`src/rtl/pc_gen_if.sv`:
```
// rtl/pc_gen_if.sv - control-unit to program-counter generator bus
interface pc_gen_if #(
    parameter int XLEN      = 32,
    parameter int RAS_DEPTH = 4
) ();
    localparam int CW = $clog2(RAS_DEPTH) + 1;

    logic            pc_write;
    logic [2:0]      update_sel;
    logic [XLEN-1:0] offset;
    logic [XLEN-1:0] alu_f;
    logic            ras_push;
    logic            trap_req;
    logic [XLEN-1:0] trap_vec;
    logic [XLEN-1:0] cur_inst_addr;
    logic [XLEN-1:0] next_inst_addr;
    logic            misalign_exc;
    logic [XLEN-1:0] misalign_addr;
    logic [CW-1:0]   ras_count;

    modport master (
        output pc_write, update_sel, offset, alu_f, ras_push, trap_req, trap_vec,
        input  cur_inst_addr, next_inst_addr, misalign_exc, misalign_addr, ras_count
    );

    modport slave (
        input  pc_write, update_sel, offset, alu_f, ras_push, trap_req, trap_vec,
        output cur_inst_addr, next_inst_addr, misalign_exc, misalign_addr, ras_count
    );
endinterface

```
`src/rtl/pc_gen.sv`:
```
// rtl/pc_gen.sv - program counter generator with redirects, misalign check and circular RAS
module pc_gen #(
    parameter int              XLEN         = 32,
    parameter logic [XLEN-1:0] RESET_VECTOR = {XLEN{1'b0}},
    parameter int              IALIGN       = 32,
    parameter int              RAS_DEPTH    = 4
) (
    input  logic     clk,
    input  logic     rst,
    pc_gen_if.slave  bus
);
    localparam int              PW     = $clog2(RAS_DEPTH);
    localparam int              CW     = PW + 1;
    localparam logic [XLEN-1:0] STEP_V = XLEN'(IALIGN / 8);
    // Low address bits that must be zero for an aligned instruction.
    localparam logic [XLEN-1:0] AMASK  = STEP_V - XLEN'(1);

    localparam logic [2:0] SEL_STEP = 3'd0;
    localparam logic [2:0] SEL_JP_R = 3'd1;
    localparam logic [2:0] SEL_JP_F = 3'd2;
    localparam logic [2:0] SEL_RET  = 3'd4;

    logic [XLEN-1:0] cur_q, cur_d;
    logic [XLEN-1:0] next_q, next_d;
    logic            exc_q, exc_d;
    logic [XLEN-1:0] maddr_q, maddr_d;
    logic [PW-1:0]   ptr_q, ptr_d;
    logic [CW-1:0]   count_q, count_d;
    logic [XLEN-1:0] ras_q [RAS_DEPTH];
    logic [XLEN-1:0] ras_d [RAS_DEPTH];

    logic [PW-1:0]   top_idx;
    logic            ras_empty;
    logic            is_ret;
    logic [XLEN-1:0] fallback;
    logic [XLEN-1:0] ret_addr;
    logic [XLEN-1:0] target;
    logic            misaligned;

    // Target selection and misalignment detection for the current request.
    always_comb begin
        top_idx    = ptr_q - PW'(1);
        ras_empty  = (count_q == '0);
        is_ret     = (bus.update_sel == SEL_RET);
        fallback   = bus.alu_f & ~XLEN'(1);
        ret_addr   = cur_q + STEP_V;
        target     = cur_q;
        case (bus.update_sel)
            SEL_STEP: target = cur_q + STEP_V;
            SEL_JP_R: target = cur_q + bus.offset;
            SEL_JP_F: target = fallback;
            SEL_RET:  target = ras_empty ? fallback : ras_q[top_idx];
            default:  target = cur_q;
        endcase
        misaligned = ((target & AMASK) != '0);
    end

    // Prioritised next-state: trap, stall, misalign, then redirect with RAS update.
    always_comb begin
        cur_d   = cur_q;
        next_d  = next_q;
        exc_d   = 1'b0;
        maddr_d = maddr_q;
        ptr_d   = ptr_q;
        count_d = count_q;
        ras_d   = ras_q;
        if (bus.trap_req) begin
            cur_d  = bus.trap_vec;
            next_d = bus.trap_vec + STEP_V;
        end else if (!bus.pc_write) begin
            cur_d = cur_q;
        end else if (misaligned) begin
            exc_d   = 1'b1;
            maddr_d = target;
        end else begin
            cur_d  = target;
            next_d = target + STEP_V;
            // A push+pop on an empty stack degenerates to a plain push.
            if (bus.ras_push && (!is_ret || ras_empty)) begin
                ras_d[ptr_q] = ret_addr;
                ptr_d        = ptr_q + PW'(1);
                if (count_q != CW'(RAS_DEPTH)) begin
                    count_d = count_q + CW'(1);
                end
            end else if (bus.ras_push && is_ret) begin
                ras_d[top_idx] = ret_addr;
            end else if (is_ret && !ras_empty) begin
                ptr_d   = top_idx;
                count_d = count_q - CW'(1);
            end
        end
    end

    // State registers with asynchronous active-low reset.
    always_ff @(posedge clk or negedge rst) begin
        if (!rst) begin
            cur_q   <= RESET_VECTOR;
            next_q  <= RESET_VECTOR + STEP_V;
            exc_q   <= 1'b0;
            maddr_q <= '0;
            ptr_q   <= '0;
            count_q <= '0;
            ras_q   <= '{default: '0};
        end else begin
            cur_q   <= cur_d;
            next_q  <= next_d;
            exc_q   <= exc_d;
            maddr_q <= maddr_d;
            ptr_q   <= ptr_d;
            count_q <= count_d;
            ras_q   <= ras_d;
        end
    end

    assign bus.cur_inst_addr  = cur_q;
    assign bus.next_inst_addr = next_q;
    assign bus.misalign_exc   = exc_q;
    assign bus.misalign_addr  = maddr_q;
    assign bus.ras_count      = count_q;
endmodule

```
`src/flat_wrapper.sv`:
```
// flat-port wrapper written by rule: the top's interface ports become plain ports
module pc_gen_flat 
#(
    parameter int              XLEN         = 32,
    parameter logic [XLEN-1:0] RESET_VECTOR = {XLEN{1'b0}},
    parameter int              IALIGN       = 32,
    parameter int              RAS_DEPTH    = 4
)
  (clk, rst, bus_pc_write, bus_update_sel, bus_offset, bus_alu_f, bus_ras_push, bus_trap_req, bus_trap_vec, bus_cur_inst_addr, bus_next_inst_addr, bus_misalign_exc, bus_misalign_addr, bus_ras_count);
  pc_gen_if #(.XLEN(XLEN), .RAS_DEPTH(RAS_DEPTH)) bus_i ();
  input  logic clk;
  input  logic rst;
  input wire logic [$bits(bus_i.pc_write)-1:0] bus_pc_write;
  input wire logic [$bits(bus_i.update_sel)-1:0] bus_update_sel;
  input wire logic [$bits(bus_i.offset)-1:0] bus_offset;
  input wire logic [$bits(bus_i.alu_f)-1:0] bus_alu_f;
  input wire logic [$bits(bus_i.ras_push)-1:0] bus_ras_push;
  input wire logic [$bits(bus_i.trap_req)-1:0] bus_trap_req;
  input wire logic [$bits(bus_i.trap_vec)-1:0] bus_trap_vec;
  output wire logic [$bits(bus_i.cur_inst_addr)-1:0] bus_cur_inst_addr;
  output wire logic [$bits(bus_i.next_inst_addr)-1:0] bus_next_inst_addr;
  output wire logic [$bits(bus_i.misalign_exc)-1:0] bus_misalign_exc;
  output wire logic [$bits(bus_i.misalign_addr)-1:0] bus_misalign_addr;
  output wire logic [$bits(bus_i.ras_count)-1:0] bus_ras_count;
  assign bus_i.pc_write = bus_pc_write;
  assign bus_i.update_sel = bus_update_sel;
  assign bus_i.offset = bus_offset;
  assign bus_i.alu_f = bus_alu_f;
  assign bus_i.ras_push = bus_ras_push;
  assign bus_i.trap_req = bus_trap_req;
  assign bus_i.trap_vec = bus_trap_vec;
  assign bus_cur_inst_addr = bus_i.cur_inst_addr;
  assign bus_next_inst_addr = bus_i.next_inst_addr;
  assign bus_misalign_exc = bus_i.misalign_exc;
  assign bus_misalign_addr = bus_i.misalign_addr;
  assign bus_ras_count = bus_i.ras_count;
  pc_gen #(.XLEN(XLEN), .RESET_VECTOR(RESET_VECTOR), .IALIGN(IALIGN), .RAS_DEPTH(RAS_DEPTH)) u_core (.clk(clk), .rst(rst), .bus(bus_i));
endmodule
```
`config.mk`:
```
export PLATFORM = sky130hd
export DESIGN_NAME = pc_gen_flat
export DESIGN_NICKNAME = d
export VERILOG_FILES = /design/src/rtl/pc_gen_if.sv /design/src/rtl/pc_gen.sv /design/src/flat_wrapper.sv
export SDC_FILE = /design/constraint.sdc
export NUM_CORES = 1
export LEC_CHECK = 0
export CAP_MARGIN = 20
export CORE_ASPECT_RATIO = 1.1
export CORE_UTILIZATION = 56
export CTS_CLUSTER_DIAMETER = 200
export DETAILED_ROUTE_END_ITERATION = 16
export PLACE_DENSITY = 0.82
export SLEW_MARGIN = 0
export SYNTH_ARGS = -nofsm -noshare
export SYNTH_HDL_FRONTEND = slang
export SYNTH_SLANG_ARGS = --single-unit
export TNS_END_PERCENT = 10
```
`constraint.sdc`:
```
create_clock -name clk -period 6.65 [get_ports clk]
set_clock_uncertainty 0.2 [all_clocks]
set_input_delay 0.9975 -clock clk [delete_from_list [all_inputs] [get_ports clk]]
set_output_delay 0.9975 -clock clk [all_outputs]
set_load 0.02 [all_outputs]
```
==> results of run 1 <==
-- metal layers --
metal  vias to the layer above  GRT usage  routed length (um)
met1                      6657     0.4933               19560
met2                       699     0.5646               21560
met5                         -          0                   0
met4                         0     0.1416                1713
met3                       115    0.05831                4114
li1                       6253          -                   -
-- per-stage QoR --
stage	setup WS [ps]	utilization	instance area, sq um	instances
after floorplan	1956	-	14440	1660
after global routing	1154	0.6902	17490	2159
after CTS	1475	0.6897	17480	2158
after global placement	1015	0.6575	16660	2115
after detailed placement	967.2	0.6575	16660	2115
final	1376	0.6902	17490	2159
-- synth_stat cells (all sizes together) (20+ instances only) --
| master | number | area [sq um] |
|---|---|---|
| mux4 | 32 | 720.7 |
| dfrtp | 227 | 5680 |
| buf | 42 | 224.0 |
| inv | 20 | 75.07 |
| nand2 | 169 | 634.4 |
| a21oi | 215 | 1080 |
| xnor2 | 32 | 280.3 |
| mux2 | 27 | 304.0 |
| xor2 | 33 | 289.0 |
| clkbuf | 75 | 281.5 |
| nand3 | 28 | 145.1 |
| nor2 | 251 | 964.7 |
| o21ai | 107 | 535.5 |
| nor3 | 49 | 245.2 |
| ha | 38 | 475.5 |
| nand4 | 26 | 177.7 |
-- state kept, by name, summed over array words and instances, names as in the netlist --
signal                     count
u_core.ras_q                 128
u_core.bus.misalign_addr      32
u_core.bus.next_inst_addr     32
u_core.bus.cur_inst_addr      30
u_core.bus.ras_count           3
u_core.ptr_q                   2
u_core.bus.misalign_exc        1
-- worst min-delay path by stage --
stage | cells after the start | end | from | slack [ps]
final | 2 | u_core.bus.next_inst_addr[19] | u_core.bus.next_inst_addr[19] | 280
after global routing | 2 | u_core.bus.misalign_addr[10] | u_core.bus.misalign_addr[10] | 300
after CTS | 2 | u_core.bus.next_inst_addr[3] | u_core.bus.next_inst_addr[3] | 280
after detailed placement | 2 | u_core.bus.next_inst_addr[3] | u_core.bus.next_inst_addr[3] | 270
after global placement | 2 | u_core.bus.next_inst_addr[3] | u_core.bus.next_inst_addr[3] | 250
after floorplan | 1 | u_core.ras_q[67] | u_core.ras_q[67] | 280
-- worst max-delay path, stage by stage --
cell and delay, ps:
clkdlybuf4s50_1 690, or3b_1 700, nor2_4 300, a22oi_1 100, a31oi_1 440, mux2i_1 300
nor4b_2 310, nand2b_1 180, nand4b_1 400, nor4_4 450, and4bb_1 280, xor2_1 170
o221ai_1 120
-- cell families (layout without fill, tap and decap cells) --
group                    after synthesis  in the layout
AO/OA/AOI/OAI                        493            493
XOR/XNOR                              65             65
adder cells (fa/ha/maj)               41             41
buffers and inverters                138            291
flip-flops                           228            228
multiplexers                          73             73
AND/OR/NAND/NOR                      622            622
-- where the power goes --
group          switching (mW)  internal, mW  total (mW)  leakage, nW
Clock                   0.568         0.818        1.39        0.403
Combinational            1.84          1.49        3.33         3.96
Sequential              0.481          1.96        2.44         2.75
Total                    2.89          4.28        7.16         7.11
-- cell type report --
cell class                      count  area share
Timing Repair Buffer              227      0.1273
Clock buffer                       32     0.04014
Tap cell                          346     0.02475
Multi-Input combinational cell   1294      0.4704
Sequential cell                   228      0.3264
Clock inverter                     11    0.006511
Inverter                           21    0.004507
==> run summary, run 1 <==
Die H: 170.4 um
# hold bufs at CTS: 0
syn_nets: 1804
WP data required: 6830 ps
setup bufs post-CTS: 0
Slew headroom: 0.2735
main combinational cell family by area after synthesis: compound AO/OA/AOI/OAI gates
Post-synth ARST share: 1.000
commonest cells after routing, fill and taps aside: nor2_1, dfrtp_1, a21oi_1, clkdlybuf4s50_1, nand2_1
WL per Instance: 21.74 um
CTS tree: done
CTS Buffer Depth: 3
synthesized area per cell: 8.700 sq um
number of global-route vias before repair: 13270
R2R Setup Slk: 1700 ps
Synth Flop Type: dfrtp_1
share of layout cells above drive strength 1: 0.08935
Critical Path Source: bus_update_sel[0]
worst-margin pin slew: 1090 ps
number of enable flip-flop cells after synthesis: 0
crit share post-route: 0.7931
I/O pin cnt: 204
synth unique cells: 87
kind of critical path: primary input to register
post-synthesis mux area share: 0.08065
Max Freq: 189.6 MHz
Ys Warns: 0
detailed placer's ending HPWL: 34760 um
drt total wl: 46950 um
gp weighted congestion: 0.9457
synthesized cell area: 14440 sq um
n_diodes: 0
PwrDens: 409.7 nW/um^2
sequential cell area: 5708 sq um
Starting DRT DRC Count: 1529
DIE WIDTH: 155.1 um
Fin Setup TNS: 0 ps
crit path to: u_core.bus.next_inst_addr[31]
worst hold path type: register to register
Peak supply drop: 0.2921 mV
Critical Path Source Type: primary input
RSZ-0062 raised after global routing: false
fill count: 1996
DR vias: 13720
first-pass GRT wire length: 73170 um
Slew Viols, Final: 0
Residual DRC: 0
Syn Inst Count: 1660
later-pin clock latency in the skew report: 530 ps
P&R area growth vs syn: 21.09%
Final setup viols: 0
Fin. Hold Viols: 0
Layout Nets: 1940
Fin Hold WS: 283.1 ps
post-synthesis compound-gate area fraction: 0.2061
Worst setup EP type: register
port bufs: 202
Synth Area in Adders: 0.03639
total power: 7.165 mW
Post-Synth Simple-Gate Area: 0.2019
post-layout min period: 5274 ps
total CTS buffers: 24
reg2reg path depth: 13
drt pass-1 iters: 5
Post-Synth XOR/XNOR Area: 0.03942
Initial Util: 0.5700
Worst Path Max Fanout: 17
largest net degree at the start of global routing: 134
Final ANT Viol Nets: 0
worst reg2reg path endpoint: u_core.bus.next_inst_addr[31]
Clock Root Buffer: clkbuf_16
core region area: 25340 sq um
vias per inst: 6.357
reg2reg start: u_core.ptr_q[1]
max cap viols: 0
sequential area share after synthesis: 0.3951
area of the die: 26440 sq um
Multi-input gate area: 8227 sq um
# rows: 61
Global Route Usage Sum: 0.3577
aggregate global routing overflow: 0
H-tree Lvls: 1
commonest non-fill, non-tap cell in the layout: nor2_1
initial antenna violation count: 0
FF+latch count, synth: 228
Arrival @ worst endpoint: 5450 ps
Worst-path clk slew: 70 ps
post-cts sizing count: 0
clk sink count: 228
status: finished clean
leakage: 7.105 nW
No activity file was read; power rests on OpenSTA's default activity.
==> inputs of run 2 (changes only) <==
--- a/config.mk
+++ b/config.mk
@@ -7,10 +7,10 @@
 export LEC_CHECK = 0
 export CAP_MARGIN = 20
 export CORE_ASPECT_RATIO = 1.1
-export CORE_UTILIZATION = 56
+export CORE_UTILIZATION = 51
 export CTS_CLUSTER_DIAMETER = 200
 export DETAILED_ROUTE_END_ITERATION = 16
-export PLACE_DENSITY = 0.82
+export PLACE_DENSITY = 0.78
 export SLEW_MARGIN = 0
 export SYNTH_ARGS = -nofsm -noshare
 export SYNTH_HDL_FRONTEND = slang
==> constraint.sdc (replaced) <==
create_clock -name clk -period 4.61 [get_ports clk]
set_clock_uncertainty 0.2 [all_clocks]
set_input_delay 0.6915 -clock clk [delete_from_list [all_inputs] [get_ports clk]]
set_output_delay 0.6915 -clock clk [all_outputs]
set_load 0.02 [all_outputs]
==> run summary, run 2 (synthesis results as in run 1) <==
status: finished with violations
failing checks: hold timing
P&R area growth vs syn: 30.20%
post-layout min period: 4280 ps
DIE WIDTH: 162.5 um
Starting DRT DRC Count: 1586
initial antenna violation count: 0
clock power share: 0.190
worst-margin pin slew: 1029 ps
commonest cells after routing, fill and taps aside: nor2_1, dfrtp_1, a21oi_1, clkdlybuf4s50_1, buf_4
Max Freq: 233.6 MHz
WP data required: 4800 ps
vias per inst: 6.188
RSZ-0062 raised after global routing: false
area of the die: 29000 sq um
I/O pin cnt: 204
DR vias: 14430
CTS Buffer Depth: 3
drt total wl: 50220 um
crit share post-route: 0.9284
Arrival @ worst endpoint: 4470 ps
Largest register FFs: 128
Initial Util: 0.5198
max cap viols: 0
Die H: 178.5 um
Worst-path clk slew: 60 ps
uppermost layer routed: met4
WL per Instance: 21.54 um
port bufs: 202
gp weighted congestion: 0.9610
Clock Root Buffer: clkbuf_16
drt pass-1 iters: 8
Final ANT Viol Nets: 0
commonest non-fill, non-tap cell in the layout: nor2_1
fill count: 2236
Global Route Usage Sum: 0.3497
post-cts sizing count: 0
switching power: 4.303 mW
Fin Hold WS: -45.67 ps
Slew headroom: 0.3123
aggregate global routing overflow: 0
number of global-route vias before repair: 14020
final core utilization: 0.6767
setup bufs post-CTS: 0
core region area: 27790 sq um
Reg power frac: 0.319
# rows: 64
Met3 Routed Length: 3817 um
Peak supply drop: 0.4893 mV
Pint: 6.572 mW
worst hold path type: primary input to async pin
H-tree Lvls: 1
placed cell areas: 17970 sq um
Fin. Hold Viols: 12
reg2reg path depth: 12
met2 wire length: 23120 um
# hold bufs at CTS: 0
largest net degree at the start of global routing: 99
switching share of power: 0.3957
Slew Viols, Final: 0
Worst Path Max Fanout: 9
clk sink count: 228
Layout Nets: 2096
Gate power share: 0.491
Residual DRC: 0
Top reg by flops: u_core.ras_q
later-pin clock latency in the skew report: 540 ps
total power: 10.87 mW
Finished Cell Area: 18800 sq um
total CTS buffers: 24
share of layout cells above drive strength 1: 0.1601
detailed placer's ending HPWL: 37630 um
Critical Path Source Type: register
CTS tree: done
PwrDens: 578.3 nW/um^2
M1 wire length: 21550 um
n_diodes: 0
Final setup viols: 0
leakage: 7.901 nW
Worst setup EP type: register
first-pass GRT wire length: 78140 um
kind of critical path: register to register
[run 2: routing by layer]
layer,GRT usage,up-vias
met2,0.5563,680
met3,0.04185,104
met5,0,-
met4,0.1258,0
met1,0.4911,7079
li1,-,6562
[run 2: stage by stage]
stage	setup TNS [ps]	worst slack (ps)	cells	hold WS [ps]
6_report	0	329.9	2331	-45.67
5_1_grt	0	36.87	2331	35.44
3_5_place_dp	-605.7	-122.8	2289	256.0
4_1_cts	0	391.6	2331	14.78
2_1_floorplan	0	65.11	1660	195.9
3_3_place_gp	-113.5	-64.07	2289	257.0
[run 2: worst paths after layout]
path                                         startpoint                            end  slack, ps
hold reg to reg            u_core.bus.misalign_addr[19]   u_core.bus.misalign_addr[19]        280
max in group asynchronous                           rst              u_core.ras_q[121]       3100
min in group clk           u_core.bus.misalign_addr[19]   u_core.bus.misalign_addr[19]        280
hold / removal                                      rst   u_core.bus.misalign_addr[11]        -50
setup / recovery            u_core.bus.cur_inst_addr[3]  u_core.bus.next_inst_addr[31]        330
setup reg to reg            u_core.bus.cur_inst_addr[3]  u_core.bus.next_inst_addr[31]        330
[run 2: cell type report]
cell class,count,area [sq um],share of cell area
multi-input cells,1294,8227,0.4375
flip-flops and latches,228,5708,0.3035
repair buffers,383,3506,0.1864
clock buffers,34,709.4,0.03773
well taps,363,454.2,0.02415
clock inverters,8,121.4,0.006454
inverters,21,78.83,0.004192
[run 2: power by group through the flow]
stage / registers, mW / logic, mW / clock network, mW
2_1_floorplan: 3.62 / 2.92 / 0
3_3_place_gp: 3.41 / 5.14 / 0
3_5_place_dp: 3.47 / 5.25 / 0
4_1_cts: 3.45 / 5.30 / 2.08
5_1_grt: 3.55 / 5.78 / 2.16
6_report: 3.47 / 5.34 / 2.06
[run 2: critical path: stages (launching register included)]
cell,delay (ps)
dfrtp_1,590
ha_1,400
nand2_1,160
nor4_4,590
nand4_1,190
xor2_1,260
a21oi_1,190
nand2_1,110
o311ai_0,650
and2_1,270
and4bb_1,220
xor2_1,150
o221ai_1,120
